## src/rtl/mips_pkg.sv

```systemverilog
// Shared encodings for the multicycle MIPS control path: opcodes, mux selects,
// ALUOp codes, FSM state encodings and the flat control word.
package mips_pkg;

    localparam logic [5:0] OP_RTYPE = 6'b000000;
    localparam logic [5:0] OP_LW    = 6'b100011;
    localparam logic [5:0] OP_SW    = 6'b101011;
    localparam logic [5:0] OP_BEQ   = 6'b000100;
    localparam logic [5:0] OP_J     = 6'b000010;
    localparam logic [5:0] OP_ADDI  = 6'b001000;

    localparam logic [1:0] ALUOP_ADD   = 2'b00;
    localparam logic [1:0] ALUOP_SUB   = 2'b01;
    localparam logic [1:0] ALUOP_FUNCT = 2'b10;

    localparam logic [1:0] SRCB_B     = 2'b00;
    localparam logic [1:0] SRCB_FOUR  = 2'b01;
    localparam logic [1:0] SRCB_IMM   = 2'b10;
    localparam logic [1:0] SRCB_IMMSH = 2'b11;

    localparam logic [1:0] PCSRC_ALU    = 2'b00;
    localparam logic [1:0] PCSRC_ALUOUT = 2'b01;
    localparam logic [1:0] PCSRC_JUMP   = 2'b10;

    typedef enum logic [3:0] {
        S_FETCH     = 4'd0,
        S_DECODE    = 4'd1,
        S_MEM_ADDR  = 4'd2,
        S_MEM_READ  = 4'd3,
        S_MEM_WB    = 4'd4,
        S_MEM_WRITE = 4'd5,
        S_EXECUTE   = 4'd6,
        S_R_WB      = 4'd7,
        S_BRANCH    = 4'd8,
        S_JUMP      = 4'd9,
        S_ADDI_EXEC = 4'd10,
        S_ADDI_WB   = 4'd11
    } state_e;

    typedef struct packed {
        logic       pc_write;
        logic       pc_write_cond;
        logic       iord;
        logic       mem_read;
        logic       mem_write;
        logic       ir_write;
        logic       mem_to_reg;
        logic       reg_dst;
        logic       reg_write;
        logic       alu_src_a;
        logic [1:0] alu_src_b;
        logic [1:0] alu_op;
        logic [1:0] pc_source;
        logic       instr_done;
    } ctrl_t;

    function automatic logic op_legal(input logic [5:0] op, input logic addi_en);
        case (op)
            OP_RTYPE, OP_LW, OP_SW, OP_BEQ, OP_J: op_legal = 1'b1;
            OP_ADDI:                              op_legal = addi_en;
            default:                              op_legal = 1'b0;
        endcase
    endfunction

endpackage

```

## src/rtl/multicycle_control_decode.sv

```systemverilog
// Moore output decode: maps the current state (plus mem_ready for the
// stall-gated writes) to the datapath control word.
module multicycle_control_decode
    import mips_pkg::*;
(
    input  state_e state_i,
    input  logic   mem_ready_i,
    output ctrl_t  ctrl_o
);

    always_comb begin
        ctrl_o = '0;
        case (state_i)
            S_FETCH: begin
                // PC and IR load only in the completing cycle so a stalled fetch updates them once
                ctrl_o.mem_read  = 1'b1;
                ctrl_o.ir_write  = mem_ready_i;
                ctrl_o.pc_write  = mem_ready_i;
                ctrl_o.alu_src_b = SRCB_FOUR;
            end
            S_DECODE:    ctrl_o.alu_src_b = SRCB_IMMSH;
            S_MEM_ADDR: begin
                ctrl_o.alu_src_a = 1'b1;
                ctrl_o.alu_src_b = SRCB_IMM;
            end
            S_MEM_READ: begin
                ctrl_o.mem_read = 1'b1;
                ctrl_o.iord     = 1'b1;
            end
            S_MEM_WB: begin
                ctrl_o.reg_write  = 1'b1;
                ctrl_o.mem_to_reg = 1'b1;
                ctrl_o.instr_done = 1'b1;
            end
            S_MEM_WRITE: begin
                ctrl_o.mem_write  = 1'b1;
                ctrl_o.iord       = 1'b1;
                ctrl_o.instr_done = mem_ready_i;
            end
            S_EXECUTE: begin
                ctrl_o.alu_src_a = 1'b1;
                ctrl_o.alu_op    = ALUOP_FUNCT;
            end
            S_R_WB: begin
                ctrl_o.reg_write  = 1'b1;
                ctrl_o.reg_dst    = 1'b1;
                ctrl_o.instr_done = 1'b1;
            end
            S_BRANCH: begin
                ctrl_o.alu_src_a     = 1'b1;
                ctrl_o.alu_op        = ALUOP_SUB;
                ctrl_o.pc_write_cond = 1'b1;
                ctrl_o.pc_source     = PCSRC_ALUOUT;
                ctrl_o.instr_done    = 1'b1;
            end
            S_JUMP: begin
                ctrl_o.pc_write   = 1'b1;
                ctrl_o.pc_source  = PCSRC_JUMP;
                ctrl_o.instr_done = 1'b1;
            end
            S_ADDI_EXEC: begin
                ctrl_o.alu_src_a = 1'b1;
                ctrl_o.alu_src_b = SRCB_IMM;
            end
            S_ADDI_WB: begin
                ctrl_o.reg_write  = 1'b1;
                ctrl_o.instr_done = 1'b1;
            end
            default: ctrl_o = '0;
        endcase
    end

endmodule

```

## src/rtl/multicycle_control.sv

```systemverilog
// Main control FSM for the multicycle MIPS datapath: holds the state register,
// dispatches on opcode, and drives the datapath enables via the decode block.
module multicycle_control
    import mips_pkg::*;
#(
    parameter int ADDI_EN = 1,
    parameter int STATE_W = 4
) (
    input  logic               clk,
    input  logic               reset,
    input  logic [5:0]         opcode,
    input  logic               mem_ready,
    output logic               PCWrite,
    output logic               PCWriteCond,
    output logic               IorD,
    output logic               MemRead,
    output logic               MemWrite,
    output logic               IRWrite,
    output logic               MemtoReg,
    output logic               RegDst,
    output logic               RegWrite,
    output logic               ALUSrcA,
    output logic [1:0]         ALUSrcB,
    output logic [1:0]         ALUOp,
    output logic [1:0]         PCSource,
    output logic               instr_done,
    output logic               illegal_op,
    output logic [STATE_W-1:0] state_dbg
);

    localparam logic ADDI_OK = (ADDI_EN != 0);

    state_e state_q, state_d;
    ctrl_t  ctrl;
    ctrl_t  ctrl_gated;

    always_comb begin
        state_d = state_q;
        case (state_q)
            S_FETCH:     state_d = mem_ready ? S_DECODE : S_FETCH;
            S_DECODE: begin
                case (opcode)
                    OP_RTYPE:      state_d = S_EXECUTE;
                    OP_LW, OP_SW:  state_d = S_MEM_ADDR;
                    OP_BEQ:        state_d = S_BRANCH;
                    OP_J:          state_d = S_JUMP;
                    OP_ADDI:       state_d = ADDI_OK ? S_ADDI_EXEC : S_FETCH;
                    default:       state_d = S_FETCH;
                endcase
            end
            S_MEM_ADDR: begin
                if (opcode == OP_LW)      state_d = S_MEM_READ;
                else if (opcode == OP_SW) state_d = S_MEM_WRITE;
                else                      state_d = S_FETCH;
            end
            S_MEM_READ:  state_d = mem_ready ? S_MEM_WB : S_MEM_READ;
            S_MEM_WRITE: state_d = mem_ready ? S_FETCH : S_MEM_WRITE;
            S_EXECUTE:   state_d = S_R_WB;
            S_ADDI_EXEC: state_d = S_ADDI_WB;
            S_MEM_WB, S_R_WB, S_BRANCH, S_JUMP, S_ADDI_WB: state_d = S_FETCH;
            default:     state_d = S_FETCH;
        endcase
    end

    always_ff @(posedge clk) begin
        if (reset) state_q <= S_FETCH;
        else       state_q <= state_d;
    end

    multicycle_control_decode u_decode (
        .state_i     (state_q),
        .mem_ready_i (mem_ready),
        .ctrl_o      (ctrl)
    );

    // Reset forces every enable low so an abandoned instruction cannot write back
    assign ctrl_gated  = reset ? '0 : ctrl;

    assign PCWrite     = ctrl_gated.pc_write;
    assign PCWriteCond = ctrl_gated.pc_write_cond;
    assign IorD        = ctrl_gated.iord;
    assign MemRead     = ctrl_gated.mem_read;
    assign MemWrite    = ctrl_gated.mem_write;
    assign IRWrite     = ctrl_gated.ir_write;
    assign MemtoReg    = ctrl_gated.mem_to_reg;
    assign RegDst      = ctrl_gated.reg_dst;
    assign RegWrite    = ctrl_gated.reg_write;
    assign ALUSrcA     = ctrl_gated.alu_src_a;
    assign ALUSrcB     = ctrl_gated.alu_src_b;
    assign ALUOp       = ctrl_gated.alu_op;
    assign PCSource    = ctrl_gated.pc_source;
    assign instr_done  = ctrl_gated.instr_done;

    assign illegal_op  = !reset && (state_q == S_DECODE) && !op_legal(opcode, ADDI_OK);
    assign state_dbg   = reset ? '0 : STATE_W'(state_q);

endmodule

```

## config.mk

```make
export PLATFORM = sky130hd
export DESIGN_NAME = multicycle_control
export DESIGN_NICKNAME = d
export VERILOG_FILES = /design/src/rtl/mips_pkg.sv /design/src/rtl/multicycle_control_decode.sv /design/src/rtl/multicycle_control.sv
export SDC_FILE = /design/constraint.sdc
export NUM_CORES = 1
export LEC_CHECK = 0
export BUFFER_PORTS_ARGS = -buffer_cell sky130_fd_sc_hd__buf_2
export CAP_MARGIN = 0
export CORE_MARGIN = 2
export CORE_UTILIZATION = 47
export CTS_CLUSTER_DIAMETER = 100
export DETAILED_ROUTE_END_ITERATION = 10
export PLACE_DENSITY = 0.81
export SLEW_MARGIN = 20
export SYNTH_ARGS = -nofsm -noshare
export SYNTH_HDL_FRONTEND = slang
export SYNTH_SLANG_ARGS = --single-unit
export TNS_END_PERCENT = 30
```

## constraint.sdc

```tcl
create_clock -name clk -period 2.4 [get_ports clk]
set_input_delay 0.48 -clock clk [delete_from_list [all_inputs] [get_ports clk]]
set_output_delay 0.48 -clock clk [all_outputs]
set_load 0.03 [all_outputs]
```

==> results of run 1 <==
## area by class of cell
type                    count  area share
clock buffers               3      0.0278
multi-input cells          74       0.637
flip-flops and latches      4      0.0989
well taps                  15      0.0232
repair buffers             33       0.213
## stage by stage
stage / area (um^2) / std cells / worst slack [ns] / TNS (ns)
after detailed placement: 787 / 126 / 0.358 / 0
after CTS: 810 / 129 / 0.238 / 0
after floorplan: 661 / 90 / -0.122 / -0.262
final: 810 / 129 / 0.229 / 0
after global placement: 787 / 126 / 0.373 / 0
after global routing: 810 / 129 / 0.0905 / 0
## cell families after synthesis
logic type      synth area share
simple gates               0.512
compound gates             0.211
buf+inv                   0.0998
xor+xnor                  0.0538
flops                      0.123
## where the power goes
part,switching (mW),leakage (nW),internal (mW)
Sequential,0.00331,0.0325,0.0682
Clock,0.0245,0.0138,0.0557
Combinational,0.0452,0.324,0.0263
Total,0.0731,0.370,0.150
## worst max-delay path, cell delays in order, from the launching register on
cell and delay, ns:
dfxtp_1 0.59, nand2b_1 0.20, or3_1 0.34, a21oi_1 0.13, buf_2 0.21
## cell usage in the layout, fill, tap and decap left out, types with 2 or more instances in the layout
master and count:
xor2_1 2, nor3b_1 2, nand2b_1 2, o21ai_0 5
and4b_1 2, a2111oi_1 2, and4bb_2 2, nor3_1 9
a21oi_1 5, dfxtp_1 4, clkbuf_4 3, a31oi_1 2
nor4_1 2, buf_2 30, nor2_1 6, xnor2_1 2
nor2b_1 5, nand2_1 4, and3_1 2, nor4bb_1 2
buf_4 3
## final timing paths
kind	start	endpoint	slack [ns]	cells after the start
max	state_q[2]$_SDFF_PP0_	RegWrite	0.23	4
min	opcode[3]	state_q[2]$_SDFF_PP0_	0.58	3
max reg2reg	state_q[0]$_SDFF_PP0_	state_q[2]$_SDFF_PP0_	0.77	5
min reg2reg	state_q[0]$_SDFF_PP0_	state_q[3]$_SDFF_PP0_	0.77	3
## layer usage
| metal | GRT usage | routed length [um] |
|---|---|---|
| met3 | 0.0326 | 95 |
| met4 | 0.0323 | 0 |
| met5 | 0 | 0 |
| met1 | 0.258 | 710 |
| met2 | 0.402 | 781 |
==> out/results.ini, run 1 <==
[power_and_ir_drop]
leakagePower_nw = 0.370
power.total_mw = 0.223
power-per-cell-area_nw_per_um2 = 276
vdd_ir_drop_max_mv = 0.252

[floorplanning]
die_area_um2 = 1700
initial_core_util = 0.501
core_um2 = 1300
io_pins = 31
die-width_um = 41.2
fp-row-count = 13
die-height_um = 41.2

[critical_path]
worst-path-max-fanout = 13
end_kind = primary output
cp.arrival_ns = 1.69
startpoint_type = flop
worstPathRequired_ns = 1.92
criticalPathCategory = flop to primary output

[clock_tree]
clock_latency_ns = 0.23
cts_tree = built
cts.repair.resized = 0
cts_inserted_buffers = 3
cts_root_buf = clkbuf_4
clockBufferDepth = 2
clkTransAtPathRegs_ns = 0.03
cts.sinks = 4
postCtsHoldBufs = 0
post_cts_buffers = 0
cts_max_level = 1

[cells_and_area]
fin_util = 0.622
areaGrowthSynthToFinish_pct = 24.2
final-seq-area_um2 = 80.1
nNetsFinal = 125
fillers = 121
layout-drive-gt1-share = 0.377
largest_reg_flops = 4
multi_input_area_um2 = 515
n_antenna_cell = 0
top_register = state_q
reg.largest.list = state_q: 4 flops

[grt]
grt_overflow = 0
grt_max_degree = 19
grt_first_pass_wirelength_um = 2530
grt_pass1_vias = 609
antenna_found_initial = 0
grt_util_all_layers = 0.215

[synth]
synth_area_um2 = 652
syn_nets = 99
synth_seq_area_share = 0.123
synth_top_area_frac = 0.123
yosysWarnings = 0
synth_cell_types = 39
synth_most_common_cell = nor3_1
synth_seq_cells = 4
avgSynthCellArea_um2 = 7.24
yosys-top-cells-count = nor3_1 (9), clkbuf_1 (8), nor2_1 (6)
synth_edf_count = 0
synth_top_area_cell = dfxtp_1
synthCells = 90
ys.flop_type = dfxtp_1
synthArstFlopShare = 0
synth_area_leaders = dfxtp_1 (12%), nor3_1 (6.9%), nor2b_1 (4.8%)

[detailed_routing]
ant_nets = 0
post_drt_wl_per_cell_um = 12.3
drtPass1Iterations = 4
vias_per_cell = 5.89
vias = 760
wirelength_um = 1590
route.detailed.drc = 0
first_iter_violations = 10

[run_status]
outcome = finished clean

[sta]
hold_viol = 0
max_clock_freq_mhz = 461
setup_viol = 0
post-route-period-util = 0.905
clock_skew_ns = 0.00173
worst_pin_slew_ns = 0.571
period_needed_ns = 2.17
maxSlewViolCount = 0
slew_headroom = 0.619
rsz0062_at_grt = no
holdWs_ns = 0.580

[worst_hold_path]
min_path_type = input port to flop

[placed_design]
hpwl_um = 1190
portBuffers = 30
gp_congestion = 0.825

[run]
maxCapViolations = 0

No activity file was read; power rests on OpenSTA's default activity.
==> run 2: changes to the inputs <==
- CELL_PAD_IN_SITES_DETAIL_PLACEMENT: not set -> 1
- CELL_PAD_IN_SITES_GLOBAL_PLACEMENT: not set -> 2
- CORE_UTILIZATION: 47 -> 25
- PLACE_DENSITY: 0.81 -> not set
- PLACE_DENSITY_LB_ADDON: not set -> 0.1
==> run 2 against run 1 <==
Compared with the run above: maximum frequency up 2.5%; critical path type unchanged; largest cell class unchanged; total power up 1.9%; highest routed layer unchanged; clock power up 1%.
==> out/results.ini, run 2 (synthesis results as in run 1) <==
[run_status]
outcome = finished clean  ; unchanged

[grt]
grt_first_pass_wirelength_um = 3560  ; was 2530 um
antenna_found_initial = 0  ; unchanged
grt_util_all_layers = 0.160  ; was 0.215
grt_pass1_vias = 777  ; was 609
grt_overflow = 0  ; unchanged
grt_max_degree = 19  ; unchanged

[clock_tree]
clock_latency_ns = 0.23  ; about the same
post_cts_buffers = 0  ; unchanged
cts_max_level = 1  ; unchanged
cts_tree = built  ; unchanged
cts_root_buf = clkbuf_4  ; unchanged
cts_inserted_buffers = 3  ; unchanged
cts.sinks = 4  ; unchanged
clkTransAtPathRegs_ns = 0.04  ; was 0.03 ns
clockBufferDepth = 2  ; unchanged

[cells_and_area]
areaGrowthSynthToFinish_pct = 29.6  ; was 24.2%
nNetsFinal = 127  ; was 125
layout-drive-gt1-share = 0.397  ; was 0.377
n_antenna_cell = 0  ; unchanged
fillers = 328  ; was 121
layout_common_cells = buf_2 (30), nor3_1 (9), nor2_1 (6)  ; unchanged
final_common_cell = buf_2  ; unchanged
final-seq-area_um2 = 81.3  ; was 80.1 um^2
largest_reg_flops = 4  ; unchanged
multi_input_area_um2 = 515  ; unchanged
final_area_um2 = 845  ; was 810 um^2
top_register = state_q  ; unchanged
reg.largest.list = state_q: 4 flops  ; unchanged

[critical_path]
r2r_cells = 4  ; was 5
r2r_start = state_q[1]$_SDFF_PP0_  ; was state_q[0]$_SDFF_PP0_
end_kind = primary output  ; unchanged
r2r-end = state_q[2]$_SDFF_PP0_  ; unchanged
criticalPathCategory = flop to primary output  ; unchanged
worstPathRequired_ns = 1.92  ; about the same
cp.arrival_ns = 1.64  ; was 1.69 ns
worst-path-max-fanout = 10  ; was 13
rrSetupSlack_ns = 0.95  ; was 0.77 ns
startpoint_type = flop  ; unchanged
startpoint = state_q[2]$_SDFF_PP0_  ; unchanged

[sta]
worst_pin_slew_ns = 0.397  ; was 0.571 ns
setup_viol = 0  ; unchanged
post-route-period-util = 0.882  ; was 0.905
maxSlewViolCount = 0  ; unchanged
slew_headroom = 0.735  ; was 0.619
holdWs_ns = 0.583  ; was 0.580 ns
hold_viol = 0  ; unchanged
period_needed_ns = 2.12  ; was 2.17 ns
max_clock_freq_mhz = 472  ; was 461 MHz
clock_skew_ns = 0.00231  ; was 0.00173 ns
rsz0062_at_grt = no  ; unchanged

[floorplanning]
core_um2 = 2480  ; was 1300 um^2
die-width_um = 55.1  ; was 41.2 um
fp-row-count = 18  ; was 13
die-height_um = 55.1  ; was 41.2 um
die_area_um2 = 3030  ; was 1700 um^2
io_pins = 31  ; unchanged
initial_core_util = 0.263  ; was 0.501

[worst_hold_path]
min_path_type = input port to flop  ; unchanged
hp-start = opcode[3]  ; unchanged
worstHoldEndpoint = state_q[2]$_SDFF_PP0_  ; unchanged
whs_path_depth = 3  ; unchanged

[power_and_ir_drop]
leakagePower_nw = 0.381  ; was 0.370 nW
vdd_ir_drop_max_mv = 0.356  ; was 0.252 mV
power-per-cell-area_nw_per_um2 = 269  ; was 276 nW/um^2

[run]
maxCapViolations = 0  ; unchanged

[detailed_routing]
wirelength_um = 2160  ; was 1590 um
vias_per_cell = 5.24  ; was 5.89
route.detailed.drc = 0  ; unchanged
ant_nets = 0  ; unchanged
drtPass1Iterations = 2  ; was 4
post_drt_wl_per_cell_um = 14.8  ; was 12.3 um
first_iter_violations = 7  ; was 10
vias = 765  ; was 760

[placed_design]
dpl_cell_area_um2 = 821  ; was 787 um^2
hpwl_um = 1680  ; was 1190 um
portBuffers = 30  ; unchanged
gp_congestion = 0.747  ; was 0.825

run 2: cell types whose count changed in the layout (fill, tap and decap cells not counted):
cell,previous run,this run
dfxtp_2,0,1
dfxtp_1,4,3
buf_4,3,5
run 2: worst max path at each step:
stage,depth (start not counted),endpoint,slack (ns)
after detailed placement,5,illegal_op,0.35
after floorplan,3,IorD,-0.12
final,4,RegWrite,0.28
after CTS,3,instr_done,0.13
after global routing,4,RegWrite,0.16
after global placement,5,illegal_op,0.36
run 2: critical path: stages (launching register included):
cell	delay, ns
dfxtp_1	0.55
nand2b_1	0.19
or3_1	0.33
a21oi_1	0.12
buf_2	0.21
run 2: layout make-up:
class / instances / area share
multi-input combinational: 74 / 0.610
timing repair buffer: 35 / 0.222
sequential: 4 / 0.0963
tap: 30 / 0.0444
clock buffer: 3 / 0.0267
run 2: where the power goes:
part / internal [mW] / leakage [nW] / switching [mW]
Combinational: 0.0275 / 0.334 / 0.0487
Clock: 0.0558 / 0.0138 / 0.0255
Sequential: 0.0682 / 0.0330 / 0.00183
run 2: timing repair:
item	in CTS	in global routing
setup endpoints to repair	0	1
hold buffers	0	0
resized for setup	0	1
run 2: routing by layer:
metal / GRT usage / vias to the layer above / routed length (um)
met3: 0.0323 / 0 / 85
met1: 0.192 / 360 / 982
met5: 0 / - / 0
li1: - / 388 / -
met4: 0 / 0 / 0
met2: 0.310 / 17 / 1090
run 2: through the flow:
step	utilization	TNS [ns]	power (mW)	setup slack, ns	instances
6_report	0.341	0	0.228	0.282	146
5_1_grt	0.341	0	0.248	0.160	146
4_1_cts	0.340	0	0.234	0.134	146
3_5_place_dp	0.331	0	0.148	0.347	143
3_3_place_gp	0.331	0	0.146	0.360	143
2_1_floorplan	-	-0.262	0.123	-0.122	90
==> run 3: changes to the inputs <==
- RECOVER_POWER: not set -> 100
==> run 3 against run 2 <==
Compared with the run above: cell count did not move; first-iteration DRC count fell by 29%; design area fell by 5.0%; worst hold slack got worse by 0.016 ns; setup slack got worse by 0.071 ns; clock power barely moved; maximum frequency fell by 3.2%; global-route usage did not move; register-to-register slack got worse by 0.08 ns; flip-flop and latch count did not move.
==> out/results.ini, run 3 (synthesis results as in run 1) <==
[run_status]
outcome = finished clean  ; unchanged

[worst_hold_path]
hp-start = opcode[3]  ; unchanged
min_path_type = input port to flop  ; unchanged
whs_path_depth = 3  ; unchanged
worstHoldEndpoint = state_q[2]$_SDFF_PP0_  ; unchanged

[sta]
period_needed_ns = 2.19  ; was 2.12 ns
clock_skew_ns = 0.00231  ; unchanged
hold_viol = 0  ; unchanged
holdWs_ns = 0.567  ; was 0.583 ns
slew_headroom = 0.727  ; was 0.735
final.setup.tns_ns = 0  ; unchanged
post-route-period-util = 0.912  ; was 0.882
worst_pin_slew_ns = 0.405  ; was 0.397 ns
setup_viol = 0  ; unchanged
maxSlewViolCount = 0  ; unchanged
max_clock_freq_mhz = 457  ; was 472 MHz
rsz0062_at_grt = no  ; unchanged

[critical_path]
r2r_cells = 4  ; unchanged
r2r-end = state_q[2]$_SDFF_PP0_  ; unchanged
cp.arrival_ns = 1.71  ; was 1.64 ns
end_kind = primary output  ; unchanged
worstPathRequired_ns = 1.92  ; about the same
worst-path-max-fanout = 16  ; was 10
startpoint = state_q[1]$_SDFF_PP0_  ; was state_q[2]$_SDFF_PP0_
rrSetupSlack_ns = 0.87  ; was 0.95 ns
startpoint_type = flop  ; unchanged
r2r_start = state_q[2]$_SDFF_PP0_  ; was state_q[1]$_SDFF_PP0_
criticalPathCategory = flop to primary output  ; unchanged

[cells_and_area]
nNetsFinal = 127  ; unchanged
reg.largest.list = state_q: 4 flops  ; unchanged
final_common_cell = clkbuf_1  ; was buf_2
fin_util = 0.324  ; was 0.341
final-seq-area_um2 = 81.3  ; unchanged
top_register = state_q  ; unchanged
layout-drive-gt1-share = 0.250  ; was 0.397
multi_input_area_um2 = 494  ; was 515 um^2
n_antenna_cell = 0  ; unchanged
fillers = 340  ; was 328
layout_common_cells = clkbuf_1 (15), buf_2 (12), nor3_1 (9)  ; was buf_2 (30), nor3_1 (9), nor2_1 (6)
areaGrowthSynthToFinish_pct = 23.0  ; was 29.6%
largest_reg_flops = 4  ; unchanged

[power_and_ir_drop]
power_switching_mw = 0.0748  ; was 0.0761 mW
comb_power_share = 0.327  ; was 0.335
leakagePower_nw = 0.310  ; was 0.381 nW
power-per-cell-area_nw_per_um2 = 280  ; was 269 nW/um^2
clockPowerShare = 0.362  ; was 0.357
seq_power_share = 0.311  ; was 0.308
sw_frac_of_total = 0.333  ; was 0.334
power.internal_mw = 0.150  ; was 0.151 mW
vdd_ir_drop_max_mv = 0.356  ; about the same

[detailed_routing]
post_drt_wl_per_cell_um = 15.1  ; was 14.8 um
drtPass1Iterations = 2  ; unchanged
ant_nets = 0  ; unchanged
route.detailed.drc = 0  ; unchanged
wirelength_um = 2200  ; was 2160 um
first_iter_violations = 5  ; was 7
vias_per_cell = 5.27  ; was 5.24
vias = 769  ; was 765

[placed_design]
hpwl_um = 1680  ; unchanged
portBuffers = 30  ; unchanged
gp_congestion = 0.747  ; unchanged

[clock_tree]
clock_latency_ns = 0.23  ; about the same
cts_inserted_buffers = 3  ; unchanged
cts_root_buf = clkbuf_4  ; unchanged
clkTransAtPathRegs_ns = 0.04  ; about the same
post_cts_buffers = 0  ; unchanged
cts_tree = built  ; unchanged
postCtsHoldBufs = 0  ; unchanged
clockBufferDepth = 2  ; unchanged
cts.repair.resized = 0  ; unchanged
cts.sinks = 4  ; unchanged
cts_max_level = 1  ; unchanged

[floorplanning]
initial_core_util = 0.263  ; unchanged
fp-row-count = 18  ; unchanged
io_pins = 31  ; unchanged
die-width_um = 55.1  ; unchanged
die_area_um2 = 3030  ; unchanged
core_um2 = 2480  ; unchanged
die-height_um = 55.1  ; unchanged

[grt]
grt_util_all_layers = 0.160  ; unchanged
grt_max_degree = 19  ; unchanged
grt_first_pass_wirelength_um = 3560  ; unchanged
antenna_found_initial = 0  ; unchanged
grt_overflow = 0  ; unchanged
grt_pass1_vias = 777  ; unchanged

[run]
maxCapViolations = 0  ; unchanged

[run 3: changes by cell type in the layout (fill, tap and decap cells not counted)]
cell	delta
buf_2	-18
clkbuf_1	+15
clkbuf_2	+4
nor4_1	+2
buf_4	-1
nor4_2	-1
nor4_4	-1
[run 3: worst max-delay path, stage by stage, from the launching register on]
cell	delay, ns
dfxtp_1	0.30
buf_4	0.18
and2b_1	0.22
a2111oi_1	0.42
clkbuf_1	0.35
[run 3: how the worst max path moves through the flow]
stage	end	slack (ns)	cells after the start
3_5_place_dp	illegal_op	0.35	5
5_1_grt	instr_done	0.10	4
3_3_place_gp	illegal_op	0.36	5
4_1_cts	instr_done	0.13	3
2_1_floorplan	IorD	-0.12	3
6_report	instr_done	0.21	4
[run 3: cell type report]
class                           instances  share of cell area
Tap cell                               30              0.0468
Clock buffer                            3              0.0281
Multi-Input combinational cell         74               0.616
Sequential cell                         4               0.101
Timing Repair Buffer                   35               0.207
[run 3: stage by stage]
step	setup WS (ns)	area [um^2]	instances	power (mW)
6_report	0.212	802	146	0.225
3_5_place_dp	0.347	821	143	0.148
3_3_place_gp	0.360	821	143	0.146
5_1_grt	0.105	802	146	0.245
2_1_floorplan	-0.122	661	90	0.123
4_1_cts	0.134	843	146	0.234
[run 3: power groups by stage]
stage | sequential (mW) | clock, mW | combinational, mW
after floorplan | 0.0711 | 0 | 0.0514
after global placement | 0.0710 | 0 | 0.0754
after detailed placement | 0.0710 | 0 | 0.0771
after CTS | 0.0700 | 0.0862 | 0.0773
after global routing | 0.0700 | 0.0934 | 0.0812
final | 0.0700 | 0.0814 | 0.0735
[run 3: routing by layer]
metal | GRT usage | share of wire | vias to the layer above
met3 | 0.0323 | 0.040 | 0
met4 | 0 | 0 | 0
met2 | 0.310 | 0.50 | 17
met5 | 0 | 0 | -
met1 | 0.192 | 0.46 | 367
li1 | - | - | 385
